<file path="src/rtl/adder_pkg.sv">
// Shared types for the pipelined adder: operation select and the per-stage control record.
package adder_pkg;

  typedef enum logic {
    OP_ADD = 1'b0,
    OP_SUB = 1'b1
  } add_op_e;

  // carry is the carry out of the slice this stage has just added.
  typedef struct packed {
    logic    valid;
    add_op_e op;
    logic    carry;
  } stage_t;

endpackage

</file>
<file path="src/rtl/adder_slice.sv">
// Combinational W-bit adder slice; c_msb is the carry into the slice MSB, used for overflow.
module adder_slice #(
  parameter int W = 8
) (
  input  logic [W-1:0] a,
  input  logic [W-1:0] b,
  input  logic         cin,
  output logic [W-1:0] sum,
  output logic         cout,
  output logic         c_msb
);

  logic [W:0] w_full;

  assign w_full = {1'b0, a} + {1'b0, b} + {{W{1'b0}}, cin};
  assign sum    = w_full[W-1:0];
  assign cout   = w_full[W];
  assign c_msb  = a[W-1] ^ b[W-1] ^ w_full[W-1];

endmodule

</file>
<file path="src/rtl/pipe_adder.sv">
// Pipelined add/subtract, one WIDTH/STAGES-bit slice per stage, carry registered between stages.
// Define PIPE_ADDER_FLAGS_EN to compute out_cout/out_ovf/out_zero; otherwise they are tied to 0.
module pipe_adder
  import adder_pkg::*;
#(
  parameter int WIDTH  = 32,
  parameter int STAGES = 4
) (
  input  logic             clk,
  input  logic             rst_n,
  input  logic             in_valid,
  output logic             in_ready,
  input  logic [WIDTH-1:0] in_a,
  input  logic [WIDTH-1:0] in_b,
  input  add_op_e          in_op,
  input  logic             in_cin,
  output logic             out_valid,
  input  logic             out_ready,
  output logic [WIDTH-1:0] out_sum,
  output logic             out_cout,
  output logic             out_ovf,
  output logic             out_zero
);

  localparam int SLICE = WIDTH / STAGES;
  localparam int LAST  = STAGES - 1;

  stage_t           r_stage [STAGES];
  logic [WIDTH-1:0] r_a     [STAGES];
  logic [WIDTH-1:0] r_b     [STAGES];
  logic [WIDTH-1:0] r_sum   [STAGES];

  logic [STAGES:0]               w_ready;
  logic [STAGES-1:0]             w_vin;
  logic [STAGES-1:0]             w_cin;
  logic [STAGES-1:0]             w_cout;
  logic [STAGES-1:0]             w_cmsb;
  add_op_e                       w_op_in  [STAGES];
  logic [WIDTH-1:0]              w_a_in   [STAGES];
  logic [WIDTH-1:0]              w_b_in   [STAGES];
  logic [WIDTH-1:0]              w_sum_in [STAGES];
  logic [WIDTH-1:0]              w_sum_nx [STAGES];
  logic [STAGES-1:0][SLICE-1:0]  w_slice_sum;
  logic                          w_unused;

  // Handshake: a transfer happens iff valid && ready in the same cycle; a stage
  // can load when it is empty or its successor is loading this cycle.
  always_comb begin
    w_ready         = '0;
    w_ready[STAGES] = out_ready;
    for (int k = STAGES - 1; k >= 0; k--) begin
      w_ready[k] = !r_stage[k].valid || w_ready[k+1];
    end
  end

  assign in_ready = w_ready[0];

  always_comb begin
    w_vin[0]    = in_valid;
    w_op_in[0]  = in_op;
    w_cin[0]    = (in_op == OP_SUB) ? 1'b1 : in_cin;
    w_a_in[0]   = in_a;
    w_b_in[0]   = in_b;
    w_sum_in[0] = '0;
    for (int k = 1; k < STAGES; k++) begin
      w_vin[k]    = r_stage[k-1].valid;
      w_op_in[k]  = r_stage[k-1].op;
      w_cin[k]    = r_stage[k-1].carry;
      w_a_in[k]   = r_a[k-1];
      w_b_in[k]   = r_b[k-1];
      w_sum_in[k] = r_sum[k-1];
    end
  end

  for (genvar gk = 0; gk < STAGES; gk++) begin : g_stage
    logic [SLICE-1:0] w_b_eff;

    // B travels uninverted; each stage inverts its own slice for subtraction.
    assign w_b_eff = (w_op_in[gk] == OP_SUB) ? ~w_b_in[gk][gk*SLICE +: SLICE]
                                             :  w_b_in[gk][gk*SLICE +: SLICE];

    adder_slice #(.W(SLICE)) u_slice (
      .a     (w_a_in[gk][gk*SLICE +: SLICE]),
      .b     (w_b_eff),
      .cin   (w_cin[gk]),
      .sum   (w_slice_sum[gk]),
      .cout  (w_cout[gk]),
      .c_msb (w_cmsb[gk])
    );
  end

  always_comb begin
    for (int k = 0; k < STAGES; k++) begin
      w_sum_nx[k]                    = w_sum_in[k];
      w_sum_nx[k][k*SLICE +: SLICE]  = w_slice_sum[k];
    end
  end

  always_ff @(posedge clk or negedge rst_n) begin
    if (!rst_n) begin
      for (int k = 0; k < STAGES; k++) begin
        r_stage[k] <= '0;
        r_a[k]     <= '0;
        r_b[k]     <= '0;
        r_sum[k]   <= '0;
      end
    end else begin
      for (int k = 0; k < STAGES; k++) begin
        if (w_ready[k]) begin
          r_stage[k].valid <= w_vin[k];
          if (w_vin[k]) begin
            r_stage[k].op    <= w_op_in[k];
            r_stage[k].carry <= w_cout[k];
            r_a[k]           <= w_a_in[k];
            r_b[k]           <= w_b_in[k];
            r_sum[k]         <= w_sum_nx[k];
          end
        end
      end
    end
  end

  assign out_valid = r_stage[LAST].valid;
  assign out_sum   = r_sum[LAST];

`ifdef PIPE_ADDER_FLAGS_EN
  logic r_ovf;
  logic r_zero;

  always_ff @(posedge clk or negedge rst_n) begin
    if (!rst_n) begin
      r_ovf  <= 1'b0;
      r_zero <= 1'b0;
    end else if (w_ready[LAST] && w_vin[LAST]) begin
      r_ovf  <= w_cmsb[LAST] ^ w_cout[LAST];
      r_zero <= (w_sum_nx[LAST] == '0);
    end
  end

  assign out_cout = r_stage[LAST].carry;
  assign out_ovf  = r_ovf;
  assign out_zero = r_zero;
`else
  assign out_cout = 1'b0;
  assign out_ovf  = 1'b0;
  assign out_zero = 1'b0;
`endif

  // Operand copies in the last stage and per-slice MSB carries below the top have no consumer.
  assign w_unused = ^{r_a[LAST], r_b[LAST], r_stage[LAST], w_cmsb};

endmodule
</file>
<file path="config.mk">
export PLATFORM = sky130hd
export DESIGN_NAME = pipe_adder
export DESIGN_NICKNAME = d
export VERILOG_FILES = /design/src/rtl/adder_pkg.sv /design/src/rtl/adder_slice.sv /design/src/rtl/pipe_adder.sv
export SDC_FILE = /design/constraint.sdc
export NUM_CORES = 1
export LEC_CHECK = 0
export ABC_AREA = 1
export CORE_MARGIN = 4
export CORE_UTILIZATION = 31
export CTS_BUF_LIST = sky130_fd_sc_hd__clkbuf_8 sky130_fd_sc_hd__clkbuf_16
export DETAILED_ROUTE_END_ITERATION = 10
export HOLD_SLACK_MARGIN = 0.05
export PLACE_DENSITY = 0.55
export SLEW_MARGIN = 20
export SYNTH_ARGS = -nofsm -noshare
export SYNTH_HDL_FRONTEND = slang
export SYNTH_SLANG_ARGS = --single-unit
</file>
<file path="constraint.sdc">
create_clock -name clk -period 2.6 [get_ports clk]
set_input_delay 0.52 -clock clk [delete_from_list [all_inputs] [get_ports clk]]
set_output_delay 0.52 -clock clk [all_outputs]
set_load 0.05 [all_outputs]
</file>
Word level (Yosys, flattened, before mapping) --
Cells that the tools add are included. Widths: inputs -> output; s select.
Cells by class: eq/ne operators 0, add/subtract/negate cells 8, mux-type cells 5, bitwise logic cells 4, magnitude comparators 0, shift-type cells 0, multipliers 0, divide/modulo/power cells 0, reductions and logical operators 12
Operators with widths (count):
- $mux 8 | 4
- $not 8->8 | 4
- $add 8x8->9 | 3
- $add 9x1->9 | 3
- $add 8x1->8 | 1
- $add 8x8->8 | 1
- $reduce_and 2->1 | 4
- $logic_not 1->1 | 4
- $logic_or 1x1->1 | 4
- $mux 1 | 1
Word-level totals: RAM bits 0, bits in registers 282, ROM bits 0, bits of input ports 70, bits in latches 0, word-level logic and storage cells 49, output and inout port bits 37, memories kept 0

Depth between registers and ports, before layout --
Gate-level depths: netlist of run 1.
word-level depth 6, depth in mapped cells 12, depth with buffers taken out 11

By module --
From an unflattened synthesis of run 1, not the netlist that was laid out.
Second synthesis, totals: cells, all modules 1113, area total of the unflattened synthesis 9306.4 um^2
By module, submodules not included:
- pipe_adder | cells each 877, instances 1, area an instance 7850.0 um^2, sequential area each 4654.5 um^2
- adder_slice (g_stage[2].u_slice ...) | cells each 59, instances 2, area an instance 370.4 um^2, sequential area each 0.0 um^2
- adder_slice (g_stage[0].u_slice ...) | cells each 59, instances 2, area an instance 357.8 um^2, sequential area each 0.0 um^2

Worst setup path after synthesis of run 1 --
No wires, ideal clock.
path kind in2reg, start input port in_op, end register r_sum[102] (netlist bit), data required time 2.483 ns, setup slack 0.349 ns, arrival 2.134 ns, cell stages on the path 11, cells stage by stage buf_2 xor2_1 fa_1 inv_1 fa_1 o21ai_0 nand3_1 nand2_1 nand2_1 nand3_1 nand2_1
Between the ends: word-level cells in the longest chain between the ends 3, elaborated cells between the ends (all ways) 4, those cells by class 2 x add/sub; 2 x mux
RTL lines:
- start, declared | line pipe_adder.sv:15 | input add_op_e in_op,
- $mux 8 | line pipe_adder.sv:79 | assign w_b_eff = (w_op_in[gk] == OP_SUB) ? ~w_b_in[gk][gk*SLICE +: SLICE]
- $add 8x8->9 | line adder_slice.sv:15 | assign w_full = {1'b0, a} + {1'b0, b} + {{W{1'b0}}, cin};
- $add 9x1->9 (*) | line adder_slice.sv:15
- end signal, assigned by index | line pipe_adder.sv:116 | r_sum[k] <= w_sum_nx[k];
- end, declared | line pipe_adder.sv:31 | logic [WIDTH-1:0] r_sum [STAGES];
Mark *: on every way between the ends. The rest lies on a longest branch, timed or not. A chain may end at the register's enable or synchronous reset.

Worst setup path in the final report of run 1 --
Same ends and word-level chain as after synthesis.

==> metrics.md, run 1 <==
| Metric | Value |
|---|---|
| Pwr dens | `1160 nW/um^2` |
| Net Sw Frac | `42.3%` |
| Relative max-transition margin | `59.9%` |
| Post-synth EDFFs | `0` |
| Die Span X | `178 um` |
| Seq/Total Area, Yosys | `51.7%` |
| Gpl congestion | `0.814` |
| Reg power frac | `around 36%` |
| DRC errors left | `0` |
| DR vias | `6313` |
| Placed insts | `1485` |
| CTS Hold Bufs | `0` |
| Pin count of the biggest net entering global routing | `59` |
| Yosys Warn Count | `0` |
| RSZ-0062 raised after global routing | `false` |
| Int Power | `7.24 mW` |
| Die ar. | `31800 um^2` |
| Crit Path Category | `input pin to flip-flop` |
| Top FF cell, synth | `dfrtp_1` |
| Core area | `28700 um^2` |
| WHS | `0.0485 ns` |
| Critical path launch point type | `input pin` |
| Sink Count | `between 150 and 200` |
| Commonest non-fill, non-tap cell in the layout | `nand2_1` |
| Area Growth Syn to Fin | `20.1%` |
| Core Util, Final | `between 30% and 40%` |
| CTS Buf Count | `17` |
| Initial antenna violation count | `0` |
| Fin Clk Skew | `0.0101 ns` |
| Setup violations, final | `0` |
| Post-synthesis register bit count | `186` |
| Hold WC Path Type | `input pin to asynchronous set/reset pin` |
| CTS tree | `done` |
| Via-to-Cell Ratio | `4.16` |
| GRT Overall Usage | `between 10% and 20%` |
| Antenna-violating nets left | `0` |
| VDD IR max | `0.535 mV` |
| Worst EP arrival | `2.57 ns` |
| Ys async rst share | `100%` |
| Leakage | `5.50 nW` |
| Vias in the first global route | `6246` |
| Cells after Synth | `1052` |
| N_diodes | `0` |
| Main combinational cell family by area after synthesis | `simple AND/OR/NAND/NOR gates` |
| H-Tree Level Count | `4` |
| Ratio of cells with drive above 1 in the final layout | `~7.1%` |
| Root buffer cell | `clkbuf_16` |
| Initial Util | `31.3%` |
| Sw power | `5.30 mW` |
| Post-CTS Setup Bufs | `0` |
| Die Span Y | `178 um` |
| Worst path slowest cell | `clkdlybuf4s50_1` |
| DP Wirelength | `13600 um` |
| Worst path max stage delay | `about 0.52 ns` |
| Pre-antenna DRT Iters | `4` |
| Adder-cell share of the synthesized area | `under 10%` |
| Logic pwr share | `43.8%` |
| Crit path time final | `2.24 ns` |
| Post-route design area | `around 11000 um^2` |
| Clock transition at the registers of the reported paths | `roughly 0.08 ns` |
| Global-route wire length before repair | `31900 um` |
| Initial DRC count | `360` |
| # IOs | `107` |
| Drt total wl | `18500 um` |
| Std cell rows | `62` |
| Critical Path Sink Type | `flip-flop` |
| Worst Path Required | `just under 3 ns` |
| Most frequent cells in the layout | `nand2_1, dfrtp_1, clkdlybuf4s50_1` |
| Area post-placement | `between 10000 and 15000 um^2` |
| Worst slack at placement | `-0.102 ns` |
| Port bufs | `103` |
| Max-slew violation count | `0` |
| Outcome | `finished clean` |
| Worst-Skew Late Latency | `0.43 ns` |
| Post-synthesis mux area share | `0%` |
| Worst-Margin Slew | `between 0.6 and 0.7 ns` |
| NumNets Final | `1225` |
| Bufs on Longest Clock Path | `2` |
| Period utilisation layout | `86.3%` |
| Most used cell, CP | `nand2_1` |
| Xor/xnor cell area share of the yosys netlist | `~3.7%` |
| Remaining global-route overflow | `0` |
| Worst setup margin | `0.357 ns` |
| Post_cts resized | `0` |
| Post-route insts no fill | `1517` |
| Worst Path Max Fanout | `3` |
| CP Cell Sequence | `clkdlybuf4s50_1 > xor2_1 > fa_1 > inv_1 > fa_1 > o21ai_0 > nand3_1 > nand2_1 > nand2_1 > nand3_1 > nand2_1` |
| DR WL/cell | `12.2 um` |
| Mean Syn Cell Area | `between 8 and 9 um^2` |
| Peak Freq | `446 MHz` |
| Clock Power Share | `20.3%` |
| Synth Area in Simple Gates | `22.3%` |
| Final hold violation count | `0` |
| Compound-Gate Fraction of Synth Area | `7.02%` |
| TNS Setup | `0 ns` |
| PnR Total Power | `12.5 mW` |
| Synth cell types | `29` |
| Max Cap Viol | `0` |
| Post-Synthesis Cell Area | `8990 um^2` |
## Yosys cell counts, types with 2 or more instances
cell type  number  area (um^2)
nand2_1       429         1610
dfrtp_1       186         4650
inv_1          94          353
o21ai_0        58          290
buf_4          41          308
nand3_1        34          170
o21ai_1        28          140
xor2_1         28          245
ha_1           27          338
buf_2          22          110
nor2_1         21         78.8
a21oi_1        17         85.1
o21ai_2        10         87.6
xnor2_1        10         87.6
fa_1            8          160
or2_2           8         50.1
buf_6           5         56.3
clkbuf_1        5         18.8
nand3b_1        5         37.5
inv_2           4         15.0
o21bai_1        3         22.5
clkbuf_2        2         10.0
## logic make-up after synthesis
logic type | Yosys count
compound gates | 117
xor+xnor | 38
fa+ha+maj | 35
buf+inv | 173
flops | 186
other cells | 1
simple gates | 502
## path summary, 6_finish.rpt
path                              from           to  slack (ns)  cells after the start
max in group asynchronous        rst_n      r_b[89]        1.91                      2
min                              rst_n  out_sum[29]        0.05                      1
max                              in_op   r_sum[102]        0.36                     11
min in group clk            out_sum[8]   out_sum[8]        0.47                      2
min reg2reg                 out_sum[8]   out_sum[8]        0.47                      2
max reg2reg                r_stage[10]    r_sum[76]        0.48                      7
## registers in the layout, summed over array words and instances (netlist names)
signal and flops:
out_valid 1, r_sum 48, r_a 48, r_stage 9, r_b 48, out_sum 32
## metal layers
layer,up-vias,wire length [um],GRT usage [%]
li1,3359,-,-
met5,-,0,0
met2,91,7660,17.8
met1,2844,10200,19.1
met4,0,227,3.10
met3,19,425,2.46
## worst max-delay path, delay by kind of cell
kind                       cells  cell delay [ns]
AOI/OAI and AO/OA              1             0.25
and+or+nand+nor                5             0.40
buffers and inverters          2             0.58
adders and majority gates      2             0.60
xor gates and xnor gates       1             0.20
## power groups by stage
stage | Sequential, mW | Combinational (mW) | Clock (mW)
6_report | 4.51 | 5.49 | 2.54
4_1_cts | 4.52 | 5.59 | 2.63
3_3_place_gp | 4.56 | 5.50 | 0
2_1_floorplan | 4.41 | 4.47 | 0
5_1_grt | 4.65 | 6.34 | 2.75
3_5_place_dp | 4.58 | 5.57 | 0
## final cells by class
cell class / instances / area, um^2
fillers: 2951 / 17900
flip-flops and latches: 186 / 4650
clock inverters: 15 / 158
well taps: 384 / 480
inverters: 98 / 368
repair buffers: 122 / 1240
clock buffers: 17 / 425
multi-input cells: 695 / 3480
(Power assumes the default switching activity.)
==> run 2, diff against run 1 <==
--- a/config.mk
+++ b/config.mk
@@ -6,10 +6,11 @@
 export NUM_CORES = 1
 export LEC_CHECK = 0
 export ABC_AREA = 1
-export CORE_MARGIN = 4
+export CORE_MARGIN = 2
 export CORE_UTILIZATION = 31
 export CTS_BUF_LIST = sky130_fd_sc_hd__clkbuf_8 sky130_fd_sc_hd__clkbuf_16
 export DETAILED_ROUTE_END_ITERATION = 10
+export GPL_TIMING_DRIVEN = 1
 export HOLD_SLACK_MARGIN = 0.05
 export PLACE_DENSITY = 0.55
 export SLEW_MARGIN = 20
==> metrics.md, run 2 (synthesis gave the netlist of run 1 again) <==
| Metric | Value |
|---|---|
| Outcome | `finished clean` |
| Clock transition at the registers of the reported paths | `0.07 ns (about the same)` |
| Setup violations, final | `0 (unchanged)` |
| Gpl congestion | `0.828 (+1.7%)` |
| Post_cts resized | `0 (unchanged)` |
| Fin Clk Skew | `0.0101 ns (+0.0000233 ns)` |
| Final hold violation count | `0 (unchanged)` |
| Port bufs | `103 (unchanged)` |
| Crit path time final | `2.32 ns (+0.0744 ns)` |
| Via-to-Cell Ratio | `4.15 (-0.18%)` |
| Worst path slowest cell | `clkdlybuf4s50_1` |
| Critical Path Sink Type | `flip-flop` |
| CTS Buf Count | `17 (unchanged)` |
| Relative max-transition margin | `62.0% (+2.2 points)` |
| Max-slew violation count | `0 (unchanged)` |
| Worst-Margin Slew | `0.569 ns (-0.0326 ns)` |
| Post-CTS Setup Bufs | `0 (unchanged)` |
| Die Span Y | `174 um (-2.2%)` |
| Period utilisation layout | `89.1% (+2.9 points)` |
| Worst R2R Start | `r_b[104]` |
| Commonest non-fill, non-tap cell in the layout | `nand2_1` |
| Ratio of cells with drive above 1 in the final layout | `6.73% (-0.34 points)` |
| Worst Path Max Fanout | `4 (+1)` |
| Initial antenna violation count | `0 (unchanged)` |
| Biggest regs | `r_a (48), r_b (48), r_sum (48)` |
| # IOs | `107 (unchanged)` |
| Post-route insts no fill | `1514 (-0.20%)` |
| Die Span X | `174 um (-2.2%)` |
| Area Growth Syn to Fin | `20.1% (about the same)` |
| Core area | `28600 um^2 (-0.27%)` |
| Placed insts | `1483 (-0.13%)` |
| Hold WC Path Type | `input pin to asynchronous set/reset pin` |
| Cell count of the worst reg-to-reg path | `9 (+2)` |
| RSZ-0062 raised after global routing | `false` |
| Initial DRC count | `329 (-8.6%)` |
| Worst Path Required | `2.93 ns (about the same)` |
| Global-route wire length before repair | `31800 um (-0.41%)` |
| Cell count along the critical path | `11 (unchanged)` |
| DP Wirelength | `13500 um (-0.85%)` |
| Crit Path Category | `input pin to flip-flop` |
| Initial Util | `31.4% (+0.085 points)` |
| Antenna-violating nets left | `0 (unchanged)` |
| Worst path bufs/invs | `2 (unchanged)` |
| Pin count of the biggest net entering global routing | `71 (+20%)` |
| CP Cell Sequence | `clkdlybuf4s50_1 > xor2_1 > fa_1 > inv_1 > fa_1 > o21ai_0 > nand3_1 > nand2_1 > nand2_1 > nand3_1 > nand2_1` |
| H-Tree Level Count | `4 (unchanged)` |
| Die ar. | `30400 um^2 (-4.4%)` |
| CTS Hold Bufs | `0 (unchanged)` |
| N_diodes | `0 (unchanged)` |
| Vias in the first global route | `6274 (+0.45%)` |
| Std cell rows | `62 (unchanged)` |
| DR WL/cell | `12.1 um (-0.44%)` |
| Worst Setup SP | `in_op` |
| Critical Path Sink | `r_sum[102]` |
| Sink Count | `186 (unchanged)` |
| Worst R2R Setup Slack | `0.52 ns (+0.04 ns)` |
| CTS tree | `done` |
| Largest delay contributor family on the critical path | `buffers and inverters` |
| Worst-Skew Late Latency | `0.43 ns (about the same)` |
| Most frequent cells in the layout | `nand2_1, dfrtp_1, clkdlybuf4s50_1` |
| DR vias | `6289 (-0.38%)` |
| Remaining global-route overflow | `0 (unchanged)` |
| NumNets Final | `1223 (-0.16%)` |
| Bufs on Longest Clock Path | `2 (unchanged)` |
| DRC errors left | `0 (unchanged)` |
| GRT Overall Usage | `12.9% (+0.49 points)` |
| Leakage | `5.50 nW (+0.13%)` |
| Pwr dens | `1170 nW/um^2 (+0.93%)` |
| Worst setup margin | `0.283 ns (-0.0744 ns)` |
| Drt total wl | `18400 um (-0.64%)` |
| Max Cap Viol | `0 (unchanged)` |
| Most used cell, CP | `nand2_1` |
| Worst path max stage delay | `0.57 ns (+0.05 ns)` |
| Worst slack at placement | `-0.219 ns (-0.117 ns)` |
| VDD IR max | `0.417 mV (-22%)` |
| Terminus of the critical flop-to-flop path | `r_sum[78]` |
| Peak Freq | `432 MHz (-3.2%)` |
| Pre-antenna DRT Iters | `5 (+1)` |
| Critical path launch point type | `input pin` |
| Root buffer cell | `clkbuf_16` |
| Worst EP arrival | `2.64 ns (+0.07 ns)` |
==> run 2: how the worst min path moves through the flow <==
| stage | start | endpoint | cells past startpoint |
|---|---|---|---|
| after detailed placement | r_a[92] | r_a[60] | 2 |
| after floorplan | rst_n | out_sum[0] | 0 |
| after CTS | rst_n | out_sum[29] | 1 |
| after global placement | out_sum[4] | out_sum[4] | 2 |
| after global routing | rst_n | r_b[90] | 1 |
| final | rst_n | out_sum[29] | 1 |
==> run 2: final cells by class <==
class	count	area (um^2)
clock inverters	13	163
well taps	384	480
fillers	2909	17800
clock buffers	18	439
flip-flops and latches	186	4650
multi-input cells	695	3480
repair buffers	120	1220
inverters	98	368
==> run 2: power breakdown <==
group          switching, mW  internal, mW  total, mW
Clock                   1.11          1.54       2.65
Sequential             0.586          3.94       4.52
Combinational           3.46          2.03       5.49
==> run 2: through the flow <==
stage | TNS, ns | hold WS (ns) | power, mW | util (%) | cell area [um^2]
6_report | 0 | 0.0517 | 12.7 | 37.8 | 10800
5_1_grt | 0 | 0.0816 | 13.8 | 37.8 | 10800
4_1_cts | 0 | 0.0593 | 12.9 | 37.8 | 10800
3_5_place_dp | -0.557 | 0.455 | 10.1 | 35.7 | 10200
3_3_place_gp | -0.254 | 0.454 | 10.0 | 35.7 | 10200
2_1_floorplan | 0 | 0.224 | 8.88 | - | 9000
==> run 2: routing by layer <==
| layer | track usage [%] | up-vias | part of all wire (%) |
|---|---|---|---|
| met2 | 18.9 | 86 | 42 |
| li1 | - | 3353 | - |
| met5 | 0 | - | 0 |
| met4 | 4.03 | 0 | 1.4 |
| met3 | 2.71 | 20 | 3.1 |
| met1 | 19.0 | 2830 | 53 |
